==> src/rtl/flit_inject_ni.sv <==
// Injection NI: takes terminal flits, allocates a VC per packet, tracks per-VC credits, drives one router input channel.
// Latency: one cycle from accepted flit to channel_out; credit returns affect send decisions one cycle later.
// Backpressure: inj_ready drops while no VC has credit (head) or the packet's VC is out of credit (body/tail).
module flit_inject_ni #(
   parameter  int num_vcs      = 4,
   parameter  int buffer_size  = 8,
   parameter  int data_width   = 64,
   localparam int vc_idx_width = $clog2(num_vcs),
   localparam int cnt_width    = $clog2(buffer_size + 1),
   localparam int chan_width   = 3 + vc_idx_width + data_width
) (
   input  logic                    clk,
   input  logic                    reset,
   input  logic                    inj_valid,
   input  logic                    inj_head,
   input  logic                    inj_tail,
   input  logic [data_width-1:0]   inj_data,
   output logic                    inj_ready,
   output logic [0:chan_width-1]   channel_out,
   input  logic [0:vc_idx_width]   flow_ctrl_in,
   output logic                    error
);

   typedef logic [vc_idx_width-1:0] vc_t;
   typedef logic [cnt_width-1:0]    cnt_t;

   localparam logic [0:0] ST_IDLE   = 1'b0;
   localparam logic [0:0] ST_ACTIVE = 1'b1;

   localparam cnt_t                    cnt_full = cnt_t'(buffer_size);
   localparam logic [vc_idx_width:0]   vc_limit = (vc_idx_width + 1)'(num_vcs);

   // Registered state
   logic [0:0]            state_q,  state_d;
   vc_t                   cur_vc_q, cur_vc_d;
   vc_t                   rr_ptr_q, rr_ptr_d;
   cnt_t                  credit_q [num_vcs];
   cnt_t                  credit_d [num_vcs];
   logic [chan_width-1:0] chan_q,   chan_d;
   logic                  error_q,  error_d;

   // Per-cycle decisions
   logic                  cand_found;
   vc_t                   cand_vc;
   logic                  send;
   vc_t                   send_vc;
   logic                  proto_err;
   logic                  ovf_err;
   logic                  fc_vld;
   vc_t                   fc_idx;
   logic [vc_idx_width:0] fc_idx_ext;
   logic                  fc_bad;

   // Modular VC increment, safe for non-power-of-two VC counts
   function automatic vc_t vc_add(input vc_t base, input int off);
      return vc_t'((int'(base) + off) % num_vcs);
   endfunction

   // Round-robin search for the first VC with credit, starting at rr_ptr
   always_comb begin
      cand_found = 1'b0;
      cand_vc    = rr_ptr_q;
      for (int i = 0; i < num_vcs; i++) begin
         if (!cand_found && (credit_q[vc_add(rr_ptr_q, i)] != '0)) begin
            cand_found = 1'b1;
            cand_vc    = vc_add(rr_ptr_q, i);
         end
      end
   end

   // Handshake and packet FSM; protocol violations are swallowed with ready=1 so the terminal never wedges
   always_comb begin
      inj_ready = 1'b0;
      send      = 1'b0;
      send_vc   = cur_vc_q;
      proto_err = 1'b0;
      state_d   = state_q;
      cur_vc_d  = cur_vc_q;
      rr_ptr_d  = rr_ptr_q;
      if (inj_valid) begin
         if (state_q == ST_IDLE) begin
            if (inj_head) begin
               if (cand_found) begin
                  inj_ready = 1'b1;
                  send      = 1'b1;
                  send_vc   = cand_vc;
                  rr_ptr_d  = vc_add(cand_vc, 1);
                  if (!inj_tail) begin
                     state_d  = ST_ACTIVE;
                     cur_vc_d = cand_vc;
                  end
               end
            end else begin
               // body/tail with no open packet: drop it
               inj_ready = 1'b1;
               proto_err = 1'b1;
            end
         end else begin
            if (!inj_head) begin
               inj_ready = (credit_q[cur_vc_q] != '0);
               send      = inj_ready;
               if (inj_ready && inj_tail) begin
                  state_d = ST_IDLE;
               end
            end else begin
               // head inside an open packet: drop it, keep the packet open
               inj_ready = 1'b1;
               proto_err = 1'b1;
            end
         end
      end
   end

   // Outgoing flit image; an idle cycle drives all zeros, not just valid=0
   always_comb begin
      chan_d = '0;
      if (send) begin
         chan_d = {1'b1, inj_head, inj_tail, send_vc, inj_data};
      end
   end

   // Decode the returned credit and flag VC indices outside the implemented range
   always_comb begin
      fc_vld     = flow_ctrl_in[0];
      fc_idx     = flow_ctrl_in[1:vc_idx_width];
      fc_idx_ext = {1'b0, fc_idx};
      fc_bad     = fc_vld && (fc_idx_ext >= vc_limit);
   end

   // Per-VC credit counters: minus a send, plus a return; a return to a full counter is an overflow
   always_comb begin
      ovf_err = 1'b0;
      for (int v = 0; v < num_vcs; v++) begin
         logic sent_v;
         logic ret_v;
         sent_v = send && (send_vc == vc_t'(v));
         ret_v  = fc_vld && !fc_bad && (fc_idx == vc_t'(v));
         credit_d[vc_t'(v)] = credit_q[vc_t'(v)];
         if (sent_v && !ret_v) begin
            credit_d[vc_t'(v)] = credit_q[vc_t'(v)] - cnt_t'(1);
         end else if (ret_v && !sent_v) begin
            if (credit_q[vc_t'(v)] == cnt_full) begin
               ovf_err = 1'b1;
            end else begin
               credit_d[vc_t'(v)] = credit_q[vc_t'(v)] + cnt_t'(1);
            end
         end
      end
   end

   // Sticky error: any protocol, overflow or bad-index event latches until reset
   always_comb begin
      error_d = error_q | proto_err | ovf_err | fc_bad;
   end

   // State registers; reset abandons any open packet and refills all credits
   always_ff @(posedge clk) begin
      if (reset) begin
         state_q  <= ST_IDLE;
         cur_vc_q <= '0;
         rr_ptr_q <= '0;
         chan_q   <= '0;
         error_q  <= 1'b0;
         for (int v = 0; v < num_vcs; v++) begin
            credit_q[vc_t'(v)] <= cnt_full;
         end
      end else begin
         state_q  <= state_d;
         cur_vc_q <= cur_vc_d;
         rr_ptr_q <= rr_ptr_d;
         chan_q   <= chan_d;
         error_q  <= error_d;
         for (int v = 0; v < num_vcs; v++) begin
            credit_q[vc_t'(v)] <= credit_d[vc_t'(v)];
         end
      end
   end

   assign channel_out = chan_q;
   assign error       = error_q;

endmodule

==> config.mk <==
export PLATFORM = sky130hd
export DESIGN_NAME = flit_inject_ni
export DESIGN_NICKNAME = d
export VERILOG_FILES = /design/src/rtl/flit_inject_ni.sv
export SDC_FILE = /design/constraint.sdc
export NUM_CORES = 1
export LEC_CHECK = 0
export CAP_MARGIN = 20
export CORE_UTILIZATION = 44
export DETAILED_ROUTE_END_ITERATION = 6
export GPL_TIMING_DRIVEN = 0
export PLACE_DENSITY = 0.8
export REMOVE_ABC_BUFFERS = 1
export SLEW_MARGIN = 0
export SYNTH_ARGS = -nofsm -noshare
export SYNTH_HDL_FRONTEND = slang
export SYNTH_SLANG_ARGS = --single-unit
==> constraint.sdc <==
create_clock -name clk -period 4.6 [get_ports clk]
set_clock_uncertainty 0.15 [all_clocks]
set_input_delay 0.69 -clock clk [delete_from_list [all_inputs] [get_ports clk]]
set_output_delay 0.69 -clock clk [all_outputs]
set_load 0.05 [all_outputs]
After elaboration in Yosys (flattened, before gate mapping) --
Memories as Yosys holds them, arrays and structs flattened. A register that Yosys moved wholly into a read port is not among the register bits. Cells that the tools add are included.
Cells by class: reductions and logical operators 41, equality and inequality tests 10, mux-type cells 66, multiply operators 0, shifts and indexed selects 0, $lt $le $gt $ge 0, add/subtract/negate cells 12, divide/modulo/power cells 0, bitwise logic cells 9
Operators with widths (number):
- $mux 69 | 1
- $mux 4 | 16
- $mux 1 | 38
- $mux 2 | 11
- $logic_and 1x1->1 | 20
- $reduce_bool 4->1 | 5
- $add 4x1->4 const B | 4
- $eq 4x4->1 const B | 4
- $sub 4x1->4 const B | 4
- $logic_not 1->1 | 11
- $eq 2x2->1 const B | 4
- $or 1x1->1 | 6
- $reduce_and 5->1 | 1
- $add 2x1->2 const B | 2
- $add 2x2->2 const B | 2
- $eq 2x1->1 const B | 2
- $logic_not 2->1 | 2
- $reduce_and 4->1 | 1
- $not 1->1 | 3
- $reduce_or 2->1 | 1
Storage, ports and cells: RAM bits 16, bits in latches 0, word-level logic and storage cells 145, bits of input ports 72, memories kept 1, bits in registers 75, bits in read-only memories 0
Memories:
- credit_q | words 4, bits a word 4, read ports 9, clocked after memory_dff 2, wr ports 4, line 37 | cnt_t credit_q [num_vcs];

Depth between registers and ports, before layout --
Gate-level depths: netlist (run 1).
depth after elaboration 31, depth in mapped cells 13, depth with buffers taken out 13

Worst setup path before layout (run 1) --
Ideal clock, no wire load.
kind flip-flop to flip-flop, start point memory credit_q[3][3] in the netlist's numbering, end point memory credit_q[0][3] in the netlist's numbering, setup time 0.119 ns, path slack 0.936 ns, arrival time 3.395 ns, stages on the path, launching flop included 14, cells stage by stage dfxtp_1 > or4_4 > mux4_2 > nand2_1 > nand4_2 > or3_4 > o32ai_1 > ha_1 > ha_1 > a21o_1 > a21oi_1 > xnor2_1 > and3_1 > o21bai_1
RTL lines (line):
- start: declaration | 37

==> results.toml, run 1 <==
[status]
status = "completed"

[placement]
io_buffers = 142
gp_congestion = 0.813
hpwl_microns = 6980
placed_area_sq_um = 5290

[setup_path]
critPathMaxFanout = 6
reg2reg_slack_ps = 560
r2r-start = "credit_q[3][0]"
crit_required_ps = 3760
cp-start-kind = "flop"
endpoint_kind = "primary output"
worstPathArrival_ps = 3280
path_class = "reg -> out"
reg2reg_depth = 13
critPathLaunch = "credit_q[3][0]"
rr_endpoint = "credit_q[3][3]"

[route]
wl_per_cell_microns = 15.0
routed_wl_microns = 9230
vias_per_cell = 4.95
drt_iter0_markers = 118
dr.pass1.iters = 4
via_count = 3047
drc = 0
final_antenna_net_count = 0

[power_and_ir_drop]
p_int_mw = 1.20
comb_power_share_pct = 16.4
total_leakage_power_nw = 2.06
power_frac_seq_pct = 51.7
power_frac_clock_pct = 31.9
powerDensity_nw_per_um2 = 305
finalPower_mw = 1.67
switching_share_pct = 28.1
peakVddDrop_uv = 181
p_sw_uw = 470

[sta]
worst-slew-pin-transition_ps = 1050
finalSetupTns_ps = 0
max_freq_mhz = 243
hold_slack_ps = 362
setup_viol = 0
slew_headroom_pct = 30.0
rsz0062_at_grt = "no"
hold_viol_final = 0
finalCritPeriodShare_pct = 89.6
fin_crit_ps = 4120
finalMaxSlewViolations = 0

[cts]
cts_buffer_depth = 2
cts_hold_buffers = 0
clock_sinks = 95
cts_tree = "built"
cts_inserted_buffers = 9
postCtsSetupRepairBufs = 0
clk_pin_slew_worst_paths_ps = 100
postCtsResizedCells = 0
cts_root_buffer = "clkbuf_8"
ctsHtreeMaxLevel = 3
insertion_delay_ps = 350

[die]
die_y_microns = 94.4
die-area_sq_um = 8910
coreArea_sq_um = 8260
row_count = 33
start_util_pct = 45.5
ioPinCount = 143
die_x_microns = 94.4

[layout]
diodes = 0
utilization_pct = 66.3
drive_gt1_share_pct = 6.08
area_growth_pct = 45.8
design_area_sq_um = 5480
fin_nets = 597

[hold_path]
whs_endpoint = "credit_q[2][2]"
hold_path_depth = 2
min_from = "credit_q[2][2]"
holdCritPathClass = "reg -> reg"

[run]
max-cap-violations = 0

[global_routing]
grt_pass1_wl_microns = 14400
gr-total-overflow = 0
grt_pass1_vias = 3039
grt_max_degree = 35
grt_use_total_pct = 21.6
antenna_found_initial = 0

[synthesis]
ys_ff_latch = 95
async_flop_share_pct = 0
synth_ff_type = "dfxtp_1"
synth_top_area_share_pct = 50.6
synth_edf_count = 0
synth_commonest_cells = "dfxtp_1, nor2b_1, inv_1, a21oi_1, ha_1"
synth_area_leaders = "dfxtp_1, nor2b_1, ha_1, xnor2_1, a21oi_1"
synth.yosys.warnings = 0
avgSynthCellArea_sq_um = 10.3
syn_area_sq_um = 3760
synth.largest_area_cell = "dfxtp_1"
ys_seq_area_share_pct = 50.6
ys_types = 51
synth_most_common_cell = "dfxtp_1"
synth_cells = 364
==> flip-flops by register name, indices dropped and copies added (netlist names), named ones only <==
name and count:
rr_ptr_q 2, credit_q 16, channel_out 69, cur_vc_q 2
error 1, state_q 1
==> worst max path at each step <==
stage,end,slack [ps],depth (start not counted)
after global placement,channel_out[68],20,4
after global routing,inj_ready,350,6
after floorplan,credit_q[0][3],940,13
after detailed placement,credit_q[3][3],620,13
final,inj_ready,480,6
after CTS,inj_ready,470,6
==> power groups by stage <==
stage | Sequential [mW] | Combinational, mW | Clock [mW]
final | 0.864 | 0.274 | 0.533
after global routing | 0.867 | 0.292 | 0.585
after CTS | 0.864 | 0.275 | 0.551
after detailed placement | 0.883 | 0.274 | 0
after global placement | 0.882 | 0.266 | 0
after floorplan | 0.954 | 0.0729 | 0
==> per-stage QoR <==
stage,std cells,worst slack [ps]
6_report,615,481
5_1_grt,615,345
4_1_cts,615,465
3_5_place_dp,599,615
3_3_place_gp,597,16.6
2_1_floorplan,350,935
==> worst max-delay path, cell delays in order, from the launching register on <==
cell,delay (ps)
dfxtp_1,400
or4_4,580
mux4_2,580
a21oi_1,380
nand3_1,130
o311a_1,140
clkdlybuf4s50_1,720
==> layout by cell type (no fill, tap or decap), drive strengths merged, types with 8 or more instances in the layout <==
cell | synthesis | layout
ha | 16 | 16
dfxtp | 95 | 95
clkdlybuf4s50 | 0 | 142
and3 | 9 | 9
nor2 | 15 | 15
nand2 | 13 | 13
nor4 | 8 | 8
nor2b | 66 | 66
a21oi | 20 | 20
xnor2 | 14 | 14
clkbuf | 5 | 10
inv | 23 | 27
==> final cells by class <==
type,instances,area [sq um]
fillers,649,2780
flip-flops and latches,95,1900
multi-input cells,232,1690
repair buffers,144,1480
clock buffers,10,138
well taps,105,131
inverters,23,86.3
clock inverters,6,51.3
==> layer usage <==
layer  global-route usage (%)  vias to the layer above  part of all wire [%]
met5                        0                        -                     0
met4                     8.97                        0                   2.5
met3                     14.1                       16                    13
met2                     34.4                      119                    46
met1                     22.4                     1390                    38
li1                         -                     1522                     -
==> kinds of logic (layout without fill, tap and decap cells) <==
| logic type | Yosys count | count (layout) | synth area share [%] |
|---|---|---|---|
| AND/OR/NAND/NOR | 135 | 135 | 21.2 |
| adder cells (fa/ha/maj) | 20 | 20 | 7.46 |
| XOR/XNOR | 14 | 14 | 3.26 |
| buffers and inverters | 37 | 183 | 4.66 |
| multiplexers | 3 | 3 | 1.47 |
| AO/OA/AOI/OAI | 60 | 60 | 11.3 |
| flip-flops | 95 | 95 | 50.6 |
Note: power is estimated with default switching activity, not from simulation.
==> run 2: changes to the inputs <==
PLACE_DENSITY = 0.84   (was 0.8)
==> results.toml, run 2 (synthesis results as in run 1) <==
[setup_path]
critPathMaxStageDelay_ps = 710
path_buf_inv = 1
crit_required_ps = 3760
endpoint_kind = "primary output"
critPathMaxFanout = 6
worstPathArrival_ps = 3310
cp_top_family = "simple AND/OR/NAND/NOR gates"
slowest_stage = "clkdlybuf4s50_1"
path_class = "reg -> out"
cp-start-kind = "flop"
cp_cell_sequence = "or4_1, mux4_2, a21oi_1, nand3_1, o311a_1, clkdlybuf4s50_1"

[global_routing]
grt_pass1_wl_microns = 14600
grt_max_degree = 35
gr-total-overflow = 0
grt_use_total_pct = 21.5
grt_pass1_vias = 3052
antenna_found_initial = 0

[route]
drc = 0
wl_per_cell_microns = 15.1
drt_iter0_markers = 72
dr.pass1.iters = 5
via_count = 3107
routed_wl_microns = 9270
final_antenna_net_count = 0
vias_per_cell = 5.07

[layout]
final_common_cell = "clkdlybuf4s50_1"
design_area_sq_um = 5440
diodes = 0
largest_reg_flops = 69
drive_gt1_share_pct = 5.51
fill_cells = 676
layout_common_cells = "clkdlybuf4s50_1, dfxtp_1, nor2b_1"
area_growth_pct = 44.8
fin_nets = 597

[hold_path]
holdCritPathClass = "reg -> reg"

[cts]
cts_buffer_depth = 2
insertion_delay_ps = 340
clk_pin_slew_worst_paths_ps = 90
ctsHtreeMaxLevel = 3
postCtsSetupRepairBufs = 0
clock_sinks = 95
cts_hold_buffers = 0
postCtsResizedCells = 0
cts_inserted_buffers = 9
cts_tree = "built"
cts_root_buffer = "clkbuf_8"

[sta]
setup_viol = 0
hold_slack_ps = 367
setup_slack_ps = 451
hold_viol_final = 0
slew_headroom_pct = 30.4
fin_crit_ps = 4150
rsz0062_at_grt = "no"
worst-slew-pin-transition_ps = 1040
max_freq_mhz = 241
finalMaxSlewViolations = 0
finalCritPeriodShare_pct = 90.2

[power_and_ir_drop]
total_leakage_power_nw = 2.03
power_frac_seq_pct = 53.6
peakVddDrop_uv = 169
finalPower_mw = 1.61
comb_power_share_pct = 17.0
switching_share_pct = 27.2
powerDensity_nw_per_um2 = 296
power_frac_clock_pct = 29.4
p_int_mw = 1.17
p_sw_uw = 439

[run]
max-cap-violations = 0

[status]
status = "completed"

[die]
die-area_sq_um = 8910
coreArea_sq_um = 8260
die_x_microns = 94.4
die_y_microns = 94.4
ioPinCount = 143
start_util_pct = 45.5
row_count = 33

[placement]
io_buffers = 142
dp_slack_ps = 607
gp_congestion = 0.837
placed_area_sq_um = 5280
hpwl_microns = 7160
run 2: final timing paths:
check,from,to,slack [ps],depth (start not counted)
max,credit_q[2][0],inj_ready,450,6
min,credit_q[2][2],credit_q[2][2],370,2
max reg2reg,credit_q[2][0],credit_q[0][3],540,13
min reg2reg,credit_q[2][2],credit_q[2][2],370,2
run 2: layout make-up:
cell class,count,area [sq um],share of cell area [%]
Sequential cell,95,1900,35.0
Multi-Input combinational cell,232,1690,31.1
Timing Repair Buffer,144,1470,27.0
Tap cell,105,131,2.41
Clock buffer,10,128,2.35
Inverter,23,86.3,1.59
Clock inverter,4,32.5,0.598
run 2: worst register-to-register path, stage by stage (launching register included):
cell and delay [ps]:
dfxtp_1 380, or4_1 600, mux4_2 600, nand2_1 120, nand4_2 180, or3_4 470, o32ai_1 170, ha_1 310
ha_1 260, a21o_1 170, a21oi_1 170, xnor2_1 150, and3_1 180, o21bai_1 50
run 2: through the flow:
stage	util [%]	std cells	TNS [ps]
floorplan	-	350	0
global placement	63.2	597	-70.6
detailed placement	63.9	599	0
CTS	65.9	613	0
global route	65.9	613	0
finish	65.9	613	0
run 2: metal layers:
| metal | track usage, % | routed length [microns] |
|---|---|---|
| met1 | 22.3 | 3370 |
| met2 | 35.9 | 4530 |
| met3 | 11.8 | 1150 |
| met4 | 8.85 | 206 |
| met5 | 0 | 0 |
run 2: power by group through the flow:
stage	combinational [mW]	clock [mW]	sequential [mW]
after floorplan	0.0729	0	0.954
after global placement	0.265	0	0.882
after detailed placement	0.273	0	0.883
after CTS	0.275	0.494	0.864
after global routing	0.291	0.531	0.867
final	0.273	0.474	0.864
==> run 3: changes to the inputs <==
ABC_AREA = 1   (was not set)
CORE_UTILIZATION = 45   (was 44)
PLACE_DENSITY = not set   (was 0.84)
PLACE_DENSITY_LB_ADDON = 0.2   (was not set)
==> results.toml, run 3 <==
[status]
status = "completed"

[placement]
dp_slack_ps = 651
hpwl_microns = 7400
placed_area_sq_um = 5420
io_buffers = 142
dpl.cell_count = 740
gp_congestion = 0.841

[layout]
area_growth_pct = 43.1
layout_common_cells = "clkdlybuf4s50_1, inv_1, dfxtp_1"
utilization_pct = 67.6
drive_gt1_share_pct = 6.61
fin_nets = 738
diodes = 0
design_area_sq_um = 5640
stdcell_count = 756
final_common_cell = "clkdlybuf4s50_1"
multi_input_comb_area_sq_um = 1520
fill_cells = 669
layout.area.seq_sq_um = 1900
largest_reg_flops = 69

[sta]
finalCritPeriodShare_pct = 84.1
worst-slew-pin-transition_ps = 785
setup_slack_ps = 732
finalMaxSlewViolations = 0
fin_crit_ps = 3870
hold_slack_ps = 333
setup_viol = 0
max_freq_mhz = 259
slew_headroom_pct = 47.6
finalSetupTns_ps = 0
hold_viol_final = 0
rsz0062_at_grt = "no"

[cts]
cts_inserted_buffers = 9
clock_sinks = 95
postCtsSetupRepairBufs = 0
insertion_delay_ps = 350
postCtsResizedCells = 0
cts_buffer_depth = 2
cts_tree = "built"
cts_hold_buffers = 0
ctsHtreeMaxLevel = 3
clk_pin_slew_worst_paths_ps = 90
cts_root_buffer = "clkbuf_8"

[route]
vias_per_cell = 4.67
via_count = 3531
routed_wl_microns = 9470
drt_iter0_markers = 113
wl_per_cell_microns = 12.5
final_antenna_net_count = 0
dr.pass1.iters = 5
drc = 0

[die]
die-area_sq_um = 9130
die_y_microns = 95.6
die_x_microns = 95.6
ioPinCount = 143
coreArea_sq_um = 8340
start_util_pct = 47.2
row_count = 33

[power_and_ir_drop]
powerDensity_nw_per_um2 = 315
total_leakage_power_nw = 2.61
finalPower_mw = 1.78
peakVddDrop_uv = 250

[synthesis]
synth.largest_area_cell = "dfxtp_1"
synth_area_leaders = "dfxtp_1, inv_1, nor2_1, nand2_1, ha_1"
ys_ff_latch = 95
synth_commonest_cells = "inv_1, dfxtp_1, nor2_1, nand2_1, nand3_1"
syn_area_sq_um = 3940
synth_edf_count = 0
synth_ff_type = "dfxtp_1"
synth_most_common_cell = "inv_1"
avgSynthCellArea_sq_um = 7.83
synth_cells = 503
async_flop_share_pct = 0
synth.yosys.warnings = 0
ys_seq_area_share_pct = 48.3
synth_top_area_share_pct = 48.3
ys_types = 32

[run]
max-cap-violations = 0

[setup_path]
path_class = "reg -> reg"
crit_required_ps = 4700
critPathMaxFanout = 12
endpoint_kind = "flop"
reg2reg_depth = 22
cp-start-kind = "flop"
worstPathArrival_ps = 3960

[global_routing]
grt_use_total_pct = 21.3
grt_pass1_vias = 3383
gr-total-overflow = 0
grt_pass1_wl_microns = 14900
grt_max_degree = 70
antenna_found_initial = 0

[hold_path]
holdCritPathClass = "reg -> reg"
hold_path_depth = 1
## run 3: report_power, final
| part | leakage [nW] | internal [mW] | switching [mW] |
|---|---|---|---|
| Combinational | 1.74 | 0.126 | 0.179 |
| Sequential | 0.773 | 0.851 | 0.0161 |
| Clock | 0.103 | 0.310 | 0.294 |
| Total | 2.61 | 1.29 | 0.489 |
## run 3: path summary, 6_finish.rpt
| kind | from | to | slack, ps |
|---|---|---|---|
| worst max-delay path | rr_ptr_q[0] | credit_q[1][3] | 730 |
| worst min-delay path | credit_q[1][0] | credit_q[1][0] | 330 |
| worst max register to register | rr_ptr_q[0] | credit_q[1][3] | 730 |
| worst min register to register | credit_q[1][0] | credit_q[1][0] | 330 |
## run 3: metal layers
layer / wire [microns] / vias to the layer above / share of wire [%] / track usage, %
met5: 0 / - / 0 / 0
met4: 213 / 0 / 2.2 / 10.3
met3: 783 / 19 / 8.3 / 7.89
met2: 4790 / 113 / 51 / 37.1
met1: 3680 / 1592 / 39 / 22.7
li1: - / 1807 / - / -
## run 3: area by class of cell
class                   instances  area share [%]
multi-input cells             281            27.0
clock inverters                 6            1.64
flip-flops and latches         95            33.7
well taps                     105            2.33
inverters                     117            7.79
clock buffers                  10            2.26
repair buffers                142            25.2
## run 3: kinds of logic after synthesis
| group | Yosys count | synth area share, % |
|---|---|---|
| flip-flops | 95 | 48.3 |
| adder cells (fa/ha/maj) | 20 | 7.11 |
| buffers and inverters | 127 | 13.1 |
| XOR/XNOR | 4 | 0.889 |
| AO/OA/AOI/OAI | 55 | 8.00 |
| AND/OR/NAND/NOR | 202 | 22.7 |
## run 3: critical path, cell delays in order, from the launching register on
cell,delay (ps)
dfxtp_1,580
inv_2,170
nor2_1,110
nand3_1,90
nand2_1,100
nand2_1,110
nand2_2,100
nand2_2,70
inv_1,120
nand4_1,170
nand3_1,200
nand2_1,130
nand3_1,130
inv_1,50
ha_1,230
ha_1,330
nand2_1,80
nor2_1,40
a211oi_1,240
o21ai_0,110
a21oi_1,190
o21ai_0,100
a21o_1,180
